**config.mk**
```make
export PLATFORM = sky130hd
export DESIGN_NAME = alu_share_arb_flat
export DESIGN_NICKNAME = d
export VERILOG_FILES = /design/src/rtl/alu_share_arb_if.sv /design/src/rtl/alu_share_arb.sv /design/src/flat_wrapper.sv
export SDC_FILE = /design/constraint.sdc
export NUM_CORES = 1
export LEC_CHECK = 0
export CORE_ASPECT_RATIO = 1.4
export CORE_MARGIN = 2
export CORE_UTILIZATION = 55
export CTS_BUF_LIST = sky130_fd_sc_hd__clkbuf_8
export DETAILED_ROUTE_END_ITERATION = 10
export HOLD_SLACK_MARGIN = 0.02
export PLACE_DENSITY = 0.83
export SLEW_MARGIN = 10
export SYNTH_ARGS = -nofsm -noshare
export SYNTH_HDL_FRONTEND = slang
export SYNTH_SLANG_ARGS = --single-unit
export TNS_END_PERCENT = 50
```
**constraint.sdc**
```tcl
create_clock -name clk -period 4.64 [get_ports clk]
set_input_delay 0.696 -clock clk [delete_from_list [all_inputs] [get_ports clk]]
set_output_delay 0.696 -clock clk [all_outputs]
set_load 0.01 [all_outputs]
```
**src/rtl/alu_share_arb_if.sv**
```systemverilog
// alu_share_arb_if: request/grant and response bundle for alu_share_arb.
// Ports: req/a/b/func per requester, gnt pulses, rsp valid/ready/id/out/zero, busy.
interface alu_share_arb_if #(
  parameter int SIZE = 32
);
  logic            req0;
  logic            req1;
  logic [SIZE-1:0] a0;
  logic [SIZE-1:0] b0;
  logic [SIZE-1:0] a1;
  logic [SIZE-1:0] b1;
  logic [2:0]      func0;
  logic [2:0]      func1;
  logic            gnt0;
  logic            gnt1;
  logic            rsp_valid;
  logic            rsp_ready;
  logic            rsp_id;
  logic [SIZE-1:0] rsp_out;
  logic            rsp_zero;
  logic            busy;

  modport master (
    output req0, req1, a0, b0, a1, b1, func0, func1, rsp_ready,
    input  gnt0, gnt1, rsp_valid, rsp_id, rsp_out, rsp_zero, busy
  );

  modport slave (
    input  req0, req1, a0, b0, a1, b1, func0, func1, rsp_ready,
    output gnt0, gnt1, rsp_valid, rsp_id, rsp_out, rsp_zero, busy
  );
endinterface

```
**src/rtl/alu_share_arb.sv**
```systemverilog
// alu_share_arb: shares one 32-bit ALU between two requesters (IDLE/EXEC/RESP).
// Ports: clk, rst (async high), bus (slave). Define ALU_SHARE_FIXED_PRI_EN for port-0 priority.
module alu_share_arb #(
  parameter int SIZE = 32
) (
  input  logic           clk,
  input  logic           rst,
  alu_share_arb_if.slave bus
);

  typedef enum logic [1:0] {
    IDLE,
    EXEC,
    RESP
  } state_t;

  state_t          state_q;
  state_t          state_d;
  logic [SIZE-1:0] a_q;
  logic [SIZE-1:0] b_q;
  logic [2:0]      f_q;
  logic            id_q;
  logic [SIZE-1:0] alu_y;
  logic            take;
  logic            pick1;

  assign take = bus.req0 | bus.req1;

`ifdef ALU_SHARE_FIXED_PRI_EN
  assign pick1 = bus.req1 & ~bus.req0;
`else
  logic last_id;

  // On a tie the port that was not granted last wins.
  assign pick1 = bus.req1 & (~bus.req0 | ~last_id);

  always_ff @(posedge clk or posedge rst) begin
    if (rst) begin
      last_id <= 1'b1;
    end else if (state_q == IDLE && take) begin
      last_id <= pick1;
    end
  end
`endif

  always_ff @(posedge clk or posedge rst) begin
    if (rst) begin
      state_q <= IDLE;
    end else begin
      state_q <= state_d;
    end
  end

  always_comb begin
    state_d = state_q;
    unique case (state_q)
      IDLE:    if (take) state_d = EXEC;
      EXEC:    state_d = RESP;
      RESP:    if (bus.rsp_valid && bus.rsp_ready) state_d = IDLE;
      default: state_d = IDLE;
    endcase
  end

  always_comb begin
    alu_y = '0;
    unique case (f_q)
      3'd0: alu_y = a_q + b_q;
      3'd1: alu_y = a_q - b_q;
      3'd2: alu_y = a_q & b_q;
      3'd3: alu_y = a_q | b_q;
      3'd4: alu_y = ~(a_q | b_q);
      3'd5: alu_y = {{(SIZE-1){1'b0}}, $signed(a_q) < $signed(b_q)};
      3'd6: alu_y = '0;
      3'd7: alu_y = '0;
      default: alu_y = '0;
    endcase
  end

  always_ff @(posedge clk or posedge rst) begin
    if (rst) begin
      a_q           <= '0;
      b_q           <= '0;
      f_q           <= '0;
      id_q          <= 1'b0;
      bus.gnt0      <= 1'b0;
      bus.gnt1      <= 1'b0;
      bus.rsp_valid <= 1'b0;
      bus.rsp_id    <= 1'b0;
      bus.rsp_out   <= '0;
      bus.rsp_zero  <= 1'b0;
    end else begin
      unique case (state_q)
        IDLE: begin
          if (take) begin
            a_q      <= pick1 ? bus.a1 : bus.a0;
            b_q      <= pick1 ? bus.b1 : bus.b0;
            f_q      <= pick1 ? bus.func1 : bus.func0;
            id_q     <= pick1;
            bus.gnt0 <= ~pick1;
            bus.gnt1 <= pick1;
          end
        end
        EXEC: begin
          bus.gnt0      <= 1'b0;
          bus.gnt1      <= 1'b0;
          bus.rsp_out   <= alu_y;
          bus.rsp_zero  <= (alu_y == '0);
          bus.rsp_id    <= id_q;
          bus.rsp_valid <= 1'b1;
        end
        RESP: begin
          if (bus.rsp_ready) bus.rsp_valid <= 1'b0;
        end
        default: ;
      endcase
    end
  end

  assign bus.busy = (state_q != IDLE);

endmodule

```
**src/flat_wrapper.sv**
```systemverilog
// flat-port wrapper written by rule: the top's interface ports become plain ports
module alu_share_arb_flat 
#(
  parameter int SIZE = 32
)
  (clk, rst, bus_req0, bus_req1, bus_a0, bus_b0, bus_a1, bus_b1, bus_func0, bus_func1, bus_rsp_ready, bus_gnt0, bus_gnt1, bus_rsp_valid, bus_rsp_id, bus_rsp_out, bus_rsp_zero, bus_busy);
  alu_share_arb_if #(.SIZE(SIZE)) bus_i ();
  input  logic clk;
  input  logic rst;
  input wire logic [$bits(bus_i.req0)-1:0] bus_req0;
  input wire logic [$bits(bus_i.req1)-1:0] bus_req1;
  input wire logic [$bits(bus_i.a0)-1:0] bus_a0;
  input wire logic [$bits(bus_i.b0)-1:0] bus_b0;
  input wire logic [$bits(bus_i.a1)-1:0] bus_a1;
  input wire logic [$bits(bus_i.b1)-1:0] bus_b1;
  input wire logic [$bits(bus_i.func0)-1:0] bus_func0;
  input wire logic [$bits(bus_i.func1)-1:0] bus_func1;
  input wire logic [$bits(bus_i.rsp_ready)-1:0] bus_rsp_ready;
  output wire logic [$bits(bus_i.gnt0)-1:0] bus_gnt0;
  output wire logic [$bits(bus_i.gnt1)-1:0] bus_gnt1;
  output wire logic [$bits(bus_i.rsp_valid)-1:0] bus_rsp_valid;
  output wire logic [$bits(bus_i.rsp_id)-1:0] bus_rsp_id;
  output wire logic [$bits(bus_i.rsp_out)-1:0] bus_rsp_out;
  output wire logic [$bits(bus_i.rsp_zero)-1:0] bus_rsp_zero;
  output wire logic [$bits(bus_i.busy)-1:0] bus_busy;
  assign bus_i.req0 = bus_req0;
  assign bus_i.req1 = bus_req1;
  assign bus_i.a0 = bus_a0;
  assign bus_i.b0 = bus_b0;
  assign bus_i.a1 = bus_a1;
  assign bus_i.b1 = bus_b1;
  assign bus_i.func0 = bus_func0;
  assign bus_i.func1 = bus_func1;
  assign bus_i.rsp_ready = bus_rsp_ready;
  assign bus_gnt0 = bus_i.gnt0;
  assign bus_gnt1 = bus_i.gnt1;
  assign bus_rsp_valid = bus_i.rsp_valid;
  assign bus_rsp_id = bus_i.rsp_id;
  assign bus_rsp_out = bus_i.rsp_out;
  assign bus_rsp_zero = bus_i.rsp_zero;
  assign bus_busy = bus_i.busy;
  alu_share_arb #(.SIZE(SIZE)) u_core (.clk(clk), .rst(rst), .bus(bus_i));
endmodule
```
==> results of run 1 <==
[registers in the layout, indices dropped and copies added, names as in the netlist]
name                  flops
u_core.a_q               32
u_core.b_q               32
u_core.bus.rsp_out       32
u_core.f_q                3
u_core.state_q            2
u_core.bus.gnt0           1
u_core.bus.gnt1           1
u_core.bus.rsp_id         1
u_core.bus.rsp_valid      1
u_core.bus.rsp_zero       1
u_core.id_q               1
u_core.last_id            1
[layout make-up]
class                   instances  area (um2)
multi-input cells             937        6410
fillers                      1537        5470
flip-flops and latches        108        2710
repair buffers                200        1940
inverters                      99         374
well taps                     236         295
clock buffers                   9         124
clock inverters                 7        90.1
[metal layers]
layer  vias up  part of all wire, %
met3       100                  5.7
li1       4642                    -
met5         -                    0
met1      4652                   39
met4         0                  4.9
met2       443                   50
[worst max-delay path by stage]
stage                   from                   to  slack, ns  cells after the start
2_1_floorplan  u_core.b_q[0]  u_core.bus.rsp_zero       1.06                     14
3_3_place_gp   u_core.a_q[9]  u_core.bus.rsp_zero       0.55                     13
3_5_place_dp   u_core.b_q[0]  u_core.bus.rsp_zero       0.56                     14
4_1_cts        u_core.b_q[0]  u_core.bus.rsp_zero       0.53                     14
5_1_grt        u_core.b_q[0]  u_core.bus.rsp_zero       0.07                     14
6_report       u_core.b_q[0]  u_core.bus.rsp_zero       0.49                     14
[per-stage QoR]
| step | power, mW | instances | area [um2] | hold slack, ns | util [%] |
|---|---|---|---|---|---|
| finish | 10.5 | 1596 | 11900 | 0.493 | 68.6 |
| global route | 11.2 | 1596 | 11900 | 0.517 | 68.6 |
| CTS | 10.3 | 1596 | 11900 | 0.496 | 68.6 |
| detailed placement | 9.61 | 1580 | 11700 | 0.465 | 67.4 |
| global placement | 9.58 | 1580 | 11700 | 0.458 | 67.4 |
| floorplan | 7.26 | 1221 | 9770 | 0.456 | - |
[logic make-up after synthesis]
| family | count (synthesis) | share of synthesized area [%] |
|---|---|---|
| XOR/XNOR | 27 | 2.42 |
| multiplexers | 72 | 7.43 |
| AND/OR/NAND/NOR | 333 | 15.8 |
| buffers and inverters | 176 | 6.93 |
| flip-flops | 108 | 27.7 |
| AO/OA/AOI/OAI | 407 | 27.1 |
| adder cells (fa/ha/maj) | 98 | 12.7 |
[cell usage after synthesis (all sizes together) (14+ instances only)]
| library cell | number | area, um2 |
|---|---|---|
| a211oi | 14 | 110 |
| a21o | 16 | 120 |
| a21oi | 146 | 731 |
| a22oi | 27 | 203 |
| buf | 23 | 103 |
| clkbuf | 54 | 203 |
| dfrtp | 107 | 2680 |
| ha | 96 | 1200 |
| inv | 99 | 372 |
| mux2i | 68 | 681 |
| nand2 | 85 | 319 |
| nand2b | 15 | 93.8 |
| nand4 | 15 | 93.8 |
| nor2 | 135 | 507 |
| nor3 | 18 | 95.1 |
| o21ai | 66 | 330 |
| o22ai | 23 | 144 |
| xnor2 | 23 | 201 |
[power by group through the flow]
stage | Clock [mW] | Combinational, mW | Sequential [mW]
floorplan | 0 | 5.54 | 1.72
global placement | 0 | 7.78 | 1.80
detailed placement | 0 | 7.79 | 1.83
CTS | 0.649 | 7.82 | 1.81
global route | 0.682 | 8.66 | 1.88
finish | 0.644 | 8.02 | 1.82
[cells in the final DEF, fill, tap and decap left out, types with 15 or more instances in the layout]
| cell | instances |
|---|---|
| sky130_fd_sc_hd__a21o_1 | 16 |
| sky130_fd_sc_hd__ha_1 | 96 |
| sky130_fd_sc_hd__nand2b_1 | 15 |
| sky130_fd_sc_hd__buf_4 | 24 |
| sky130_fd_sc_hd__xnor2_1 | 23 |
| sky130_fd_sc_hd__dfrtp_1 | 106 |
| sky130_fd_sc_hd__o21ai_0 | 61 |
| sky130_fd_sc_hd__a22oi_1 | 27 |
| sky130_fd_sc_hd__nor2_1 | 134 |
| sky130_fd_sc_hd__inv_1 | 90 |
| sky130_fd_sc_hd__mux2i_1 | 68 |
| sky130_fd_sc_hd__nand4_1 | 15 |
| sky130_fd_sc_hd__nor3_1 | 17 |
| sky130_fd_sc_hd__nand2_1 | 85 |
| sky130_fd_sc_hd__a21oi_1 | 146 |
| sky130_fd_sc_hd__clkdlybuf4s50_1 | 176 |
| sky130_fd_sc_hd__o22ai_1 | 23 |
[worst reg2reg max path, stage by stage (launching register included)]
cell and delay [ns]:
sky130_fd_sc_hd__dfrtp_1 0.43, sky130_fd_sc_hd__ha_1 0.22, sky130_fd_sc_hd__inv_1 0.07, sky130_fd_sc_hd__fa_1 0.40, sky130_fd_sc_hd__nor2b_1 0.17, sky130_fd_sc_hd__o2111ai_1 0.30
sky130_fd_sc_hd__a2111oi_0 0.60, sky130_fd_sc_hd__nor3_2 0.16, sky130_fd_sc_hd__o311ai_1 0.38, sky130_fd_sc_hd__a21oi_1 0.11, sky130_fd_sc_hd__mux2_2 0.27, sky130_fd_sc_hd__a221oi_1 0.30
sky130_fd_sc_hd__and3_1 0.20, sky130_fd_sc_hd__nand4_1 0.11, sky130_fd_sc_hd__o41ai_2 0.34
==> flow_summary_export.csv, run 1 <==
group,metric,value,unit
worst_setup_path,crit_arrival,4.49,ns
worst_setup_path,critPathMaxFanout,6,
placement,place.detailed.hpwl,25.9,mm
route,vias,9837,
clock_tree,cts-root-to-sink-buffers,2,
power,internal-power,4.62,mW
worst_setup_path,reg2reg_launch_point,"u_core.b_q[0]",
placement,io_buffers,176,
worst_setup_path,path_buf_inv,1,
synth,seq_cells_post_synth,108,
sta,clock.fmax,241,MHz
floorplanning,boundaryPins,177,
placement,pre_cts_slack,0.560,ns
clock_tree,cts_tree,"built",
sta,layout_worst_path_cycle_share,89.4,%
synth,share_of_flip_flops_with_an_asynchronous_set_or_reset,100,%
route,dr.pass1.iters,6,
clock_tree,clk-insertion-delay-late,0.43,ns
placement,place.gp.congestion,1.05,
floorplanning,y_dimension_of_the_die,162,um
sta,totalNegativeSetupSlack,0,ns
synth,yosysWarningCount,0,
synth,nets_in_the_synthesized_netlist,1458,
clock_tree,clkTransAtPathRegs,0.14,ns
worst_setup_path,worstSetupStartpointType,"register",
global_routing,grt_first_pass_wirelength,50.9,mm
worst_setup_path,critical_path_required,4.98,ns
worst_setup_path,path_delay_family,"compound AO/OA/AOI/OAI gates",
worst_setup_path,timing.critical_path.slowest_cell_delay,0.60,ns
power,sw_frac_of_total,55.9,%
clock_tree,clock_tree.root_cell,"sky130_fd_sc_hd__clkbuf_8",
hold_path,min-delay-start,"u_core.bus.rsp_out[6]",
route,detail-route-antenna-nets,0,
floorplanning,start_util,56.1,%
synth,synth.cell_area,9770,um2
global_routing,global_route.overflow_total,0,
sta,finClkSkew,0.0293,ns
sta,report.final.hold_viol_count,0,
outcome,outcome,"finished, final reports clean",
synth,post_synth_edffs,0,
sta,worstMarginPinSlew,0.972,ns
floorplanning,horiz_die_dim,117,um
clock_tree,clock_sink_count,108,
global_routing,grt.met3_usage,5.07,%
cells_and_area,flow.area_growth_from_synthesis,22.2,%
route,initialDrtViolationCount,975,
global_routing,first_global_vias,9738,
worst_setup_path,worstReg2RegEnd,"u_core.bus.rsp_zero",
floorplanning,design.core.area,17400,um2
global_routing,global_route.usage.met1,41.6,%
clock_tree,cts_htree_levels,3,
global_routing,grt_busiest_layer,"met2",
floorplanning,rows,57,
clock_tree,cts_hold_repair.buffers,0,
worst_setup_path,regToRegSetupSlack,0.49,ns
floorplanning,dieArea,18900,um2
worst_setup_path,cp_slowest_cell,"sky130_fd_sc_hd__a2111oi_0",
sta,normalized_max_slew_margin,33.5,%
worst_setup_path,worstSetupPathType,"reg -> reg",
synth,synth_area_per_cell,8.00,um2
cells_and_area,drive_gt1_share,5.51,%
worst_setup_path,cp-end-kind,"register",
power,ir_drop,373,uV
global_routing,grt_antenna_before_repair,0,
synth,synth-seq-area-share,27.7,%
sta,finalMaxSlewViolations,0,
clock_tree,cts_repair_resize_count,0,
sta,timing.final.setup_violations,0,
synth,yosys.cell_types.count,78,
worst_setup_path,worst_r2r_path_depth,14,
global_routing,groute.layer.met2.usage,60.7,%
power,power.share.clock,6.1,%
clock_tree,cts-buffers-inserted,9,
route,drt-vias-per-instance,6.16,
cells_and_area,num_antenna_cells,0,
global_routing,gr-usage-all-layers,34.9,%
power,power.density,878,nW/um2
power,p_sw,5.86,mW
synth,netlist_instances,1221,
power,sequentialPowerShare,17.3,%
hold_path,whs_endpoint,"u_core.bus.rsp_out[6]",
job,max_cap_viol_count,0,
sta,finalWorstSetupSlack,0.494,ns
cells_and_area,fin_nets,1592,
synth,synthFlopType,"sky130_fd_sc_hd__dfrtp_1",
hold_path,holdCritPathClass,"reg -> reg",
hold_path,hold_path_depth,2,
route,drt_wl_total,32.8,mm
power,p_leak,5.33,nW
global_routing,pin_count_of_the_biggest_net_entering_global_routing,75,
power,power_frac_comb,76.5,%
sta,unrepaired_setup_endpoints_after_global_routing,"false",
sta,finalWorstPathRequiredPeriod,4.15,ns
route,drc_errors,0,
route,avgRoutedWirePerCell,20.5,um
clock_tree,post_cts.repair.setup_buffers,0,
worst_setup_path,timing.critical_path.cells,"ha_1 > inv_1 > fa_1 > nor2b_1 > o2111ai_1 > a2111oi_0 > nor3_2 > o311ai_1 > a21oi_1 > mux2_2 > a221oi_1 > and3_1 > nand4_1 > o41ai_2",
(Power assumes the default switching activity.)
==> run 2: changes to the inputs <==
- CTS_CLUSTER_DIAMETER: unset -> 200
- clock period: 4.64 -> 4.35 ns (I/O delays scaled with it)
==> flow_summary_export.csv, run 2 (same netlist as run 1, synthesis figures left out) <==
group,metric,value,unit
outcome,outcome,"finished, final reports clean",
floorplanning,start_util,56.1,%
sta,totalNegativeSetupSlack,0,ns
floorplanning,horiz_die_dim,117,um
sta,clock.fmax,237,MHz
route,dr.pass1.iters,9,
clock_tree,clock_sink_count,108,
floorplanning,boundaryPins,177,
clock_tree,cts_tree,"built",
floorplanning,y_dimension_of_the_die,162,um
route,drt-vias-per-instance,6.21,
global_routing,global_route.usage.met1,40.4,%
route,drt_wl_total,32.6,mm
power,ir_drop,441,uV
cells_and_area,final_cells,1600,
global_routing,grt_first_pass_wirelength,50.2,mm
power,sequentialPowerShare,17.3,%
placement,placedInstanceArea,11800,um2
cells_and_area,flow.area_growth_from_synthesis,22.8,%
cells_and_area,layout.core_utilization,68.9,%
route,initialDrtViolationCount,806,
sta,timing.final.setup_violations,0,
clock_tree,clock_tree.root_cell,"sky130_fd_sc_hd__clkbuf_8",
clock_tree,post_cts.repair.setup_buffers,0,
worst_setup_path,critPathMaxFanout,4,
cells_and_area,layout_commonest_cell,"sky130_fd_sc_hd__clkdlybuf4s50_1",
global_routing,first_global_vias,9721,
global_routing,grt_antenna_before_repair,0,
sta,finalMaxSlewViolations,0,
clock_tree,cts_htree_levels,3,
sta,layout_worst_path_cycle_share,97.2,%
placement,post-place-cells,1584,
power,power.share.clock,5.8,%
sta,worstMarginPinSlew,0.828,ns
power,p_sw,6.27,mW
power,internal-power,5.00,mW
sta,normalized_max_slew_margin,44.8,%
floorplanning,rows,57,
placement,place.gp.congestion,1.03,
placement,place.detailed.hpwl,25.5,mm
placement,io_buffers,176,
route,detail-route-antenna-nets,0,
clock_tree,clk-insertion-delay-late,0.42,ns
power,sw_frac_of_total,55.6,%
worst_setup_path,crit_arrival,4.54,ns
cells_and_area,regs_by_ff_count,"u_core.a_q: 32 flops, u_core.b_q: 32 flops, u_core.bus.rsp_out: 32 flops",
sta,finClkSkew,0.0193,ns
cells_and_area,drive_gt1_share,5.94,%
sta,finalWorstPathRequiredPeriod,4.23,ns
job,max_cap_viol_count,0,
global_routing,pin_count_of_the_biggest_net_entering_global_routing,81,
clock_tree,cts_hold_repair.buffers,0,
route,avgRoutedWirePerCell,20.4,um
clock_tree,cts_repair_resize_count,0,
cells_and_area,num_antenna_cells,0,
sta,report.final.hold_viol_count,0,
sta,timing.hold.ws,0.486,ns
global_routing,grt.met3_usage,6.60,%
global_routing,gr-usage-all-layers,34.4,%
cells_and_area,layout.cell_area.non_filler,12000,um2
power,power.density,940,nW/um2
route,drc_errors,0,
route,vias,9941,
worst_setup_path,cp-end-kind,"register",
worst_setup_path,worstSetupPathType,"reg -> reg",
global_routing,groute.layer.met2.usage,58.1,%
global_routing,grt_busiest_layer,"met2",
power,power_frac_comb,76.9,%
worst_setup_path,worstSetupStartpointType,"register",
clock_tree,cts-buffers-inserted,9,
clock_tree,cts-root-to-sink-buffers,2,
cells_and_area,fin_nets,1596,
global_routing,global_route.overflow_total,0,
worst_setup_path,critical_path_required,4.66,ns
cells_and_area,layout_common_cells,"176 x sky130_fd_sc_hd__clkdlybuf4s50_1, 146 x sky130_fd_sc_hd__a21oi_1, 134 x sky130_fd_sc_hd__nor2_1",
hold_path,holdCritPathClass,"reg -> reg",
clock_tree,clkTransAtPathRegs,0.13,ns
power,p_leak,5.35,nW
floorplanning,dieArea,18900,um2
floorplanning,design.core.area,17400,um2
## run 2: cell type report
| type | instances | area (um2) |
|---|---|---|
| tap | 236 | 295 |
| multi-input combinational | 937 | 6420 |
| timing repair buffer | 204 | 2000 |
| sequential | 108 | 2710 |
| inverter | 99 | 374 |
| fill | 1513 | 5410 |
| clock inverter | 7 | 80.1 |
| clock buffer | 9 | 124 |
## run 2: critical path, cell delays in order (launching register included)
cell and delay (ns):
sky130_fd_sc_hd__dfrtp_1 0.45, sky130_fd_sc_hd__inv_1 0.12, sky130_fd_sc_hd__ha_1 0.32, sky130_fd_sc_hd__a211oi_1 0.46
sky130_fd_sc_hd__o211ai_1 0.29, sky130_fd_sc_hd__buf_4 0.23, sky130_fd_sc_hd__a211oi_1 0.45, sky130_fd_sc_hd__nor4_1 0.16
sky130_fd_sc_hd__o21ai_0 0.24, sky130_fd_sc_hd__nor4b_1 0.32, sky130_fd_sc_hd__a31oi_1 0.09, sky130_fd_sc_hd__xnor2_1 0.16
sky130_fd_sc_hd__a21oi_1 0.38, sky130_fd_sc_hd__nand4_1 0.19, sky130_fd_sc_hd__o41ai_2 0.24
## run 2: final timing paths
path	start	to	slack, ns	cells past startpoint
setup reg to reg	u_core.b_q[1]	u_core.bus.rsp_zero	0.12	14
hold / removal	u_core.bus.rsp_out[27]	u_core.bus.rsp_out[27]	0.49	2
max in group asynchronous	rst	u_core.last_id	2.75	3
setup / recovery	u_core.b_q[1]	u_core.bus.rsp_zero	0.12	14
min in group asynchronous	rst	u_core.b_q[14]	0.74	2
hold reg to reg	u_core.bus.rsp_out[27]	u_core.bus.rsp_out[27]	0.49	2
## run 2: metrics by stage
| stage | power, mW | setup slack (ns) |
|---|---|---|
| after floorplan | 7.74 | 0.769 |
| after global placement | 10.3 | 0.443 |
| after detailed placement | 10.4 | 0.208 |
| after CTS | 11.1 | 0.180 |
| after global routing | 12.1 | -0.0320 |
| final | 11.3 | 0.124 |
## run 2: power by group through the flow
stage          combinational, mW  sequential (mW)  clock (mW)
6_report                    8.67             1.95       0.657
5_1_grt                     9.38             2.01       0.694
4_1_cts                     8.46             1.94       0.661
3_5_place_dp                8.41             1.96           0
3_3_place_gp                8.34             1.92           0
2_1_floorplan               5.91             1.83           0
## run 2: metal layers
metal	vias to the layer above	wire length, um	part of all wire (%)
li1	4648	-	-
met2	461	15900	49
met5	-	0	0
met4	0	2010	6.2
met3	134	2180	6.7
met1	4698	12500	38
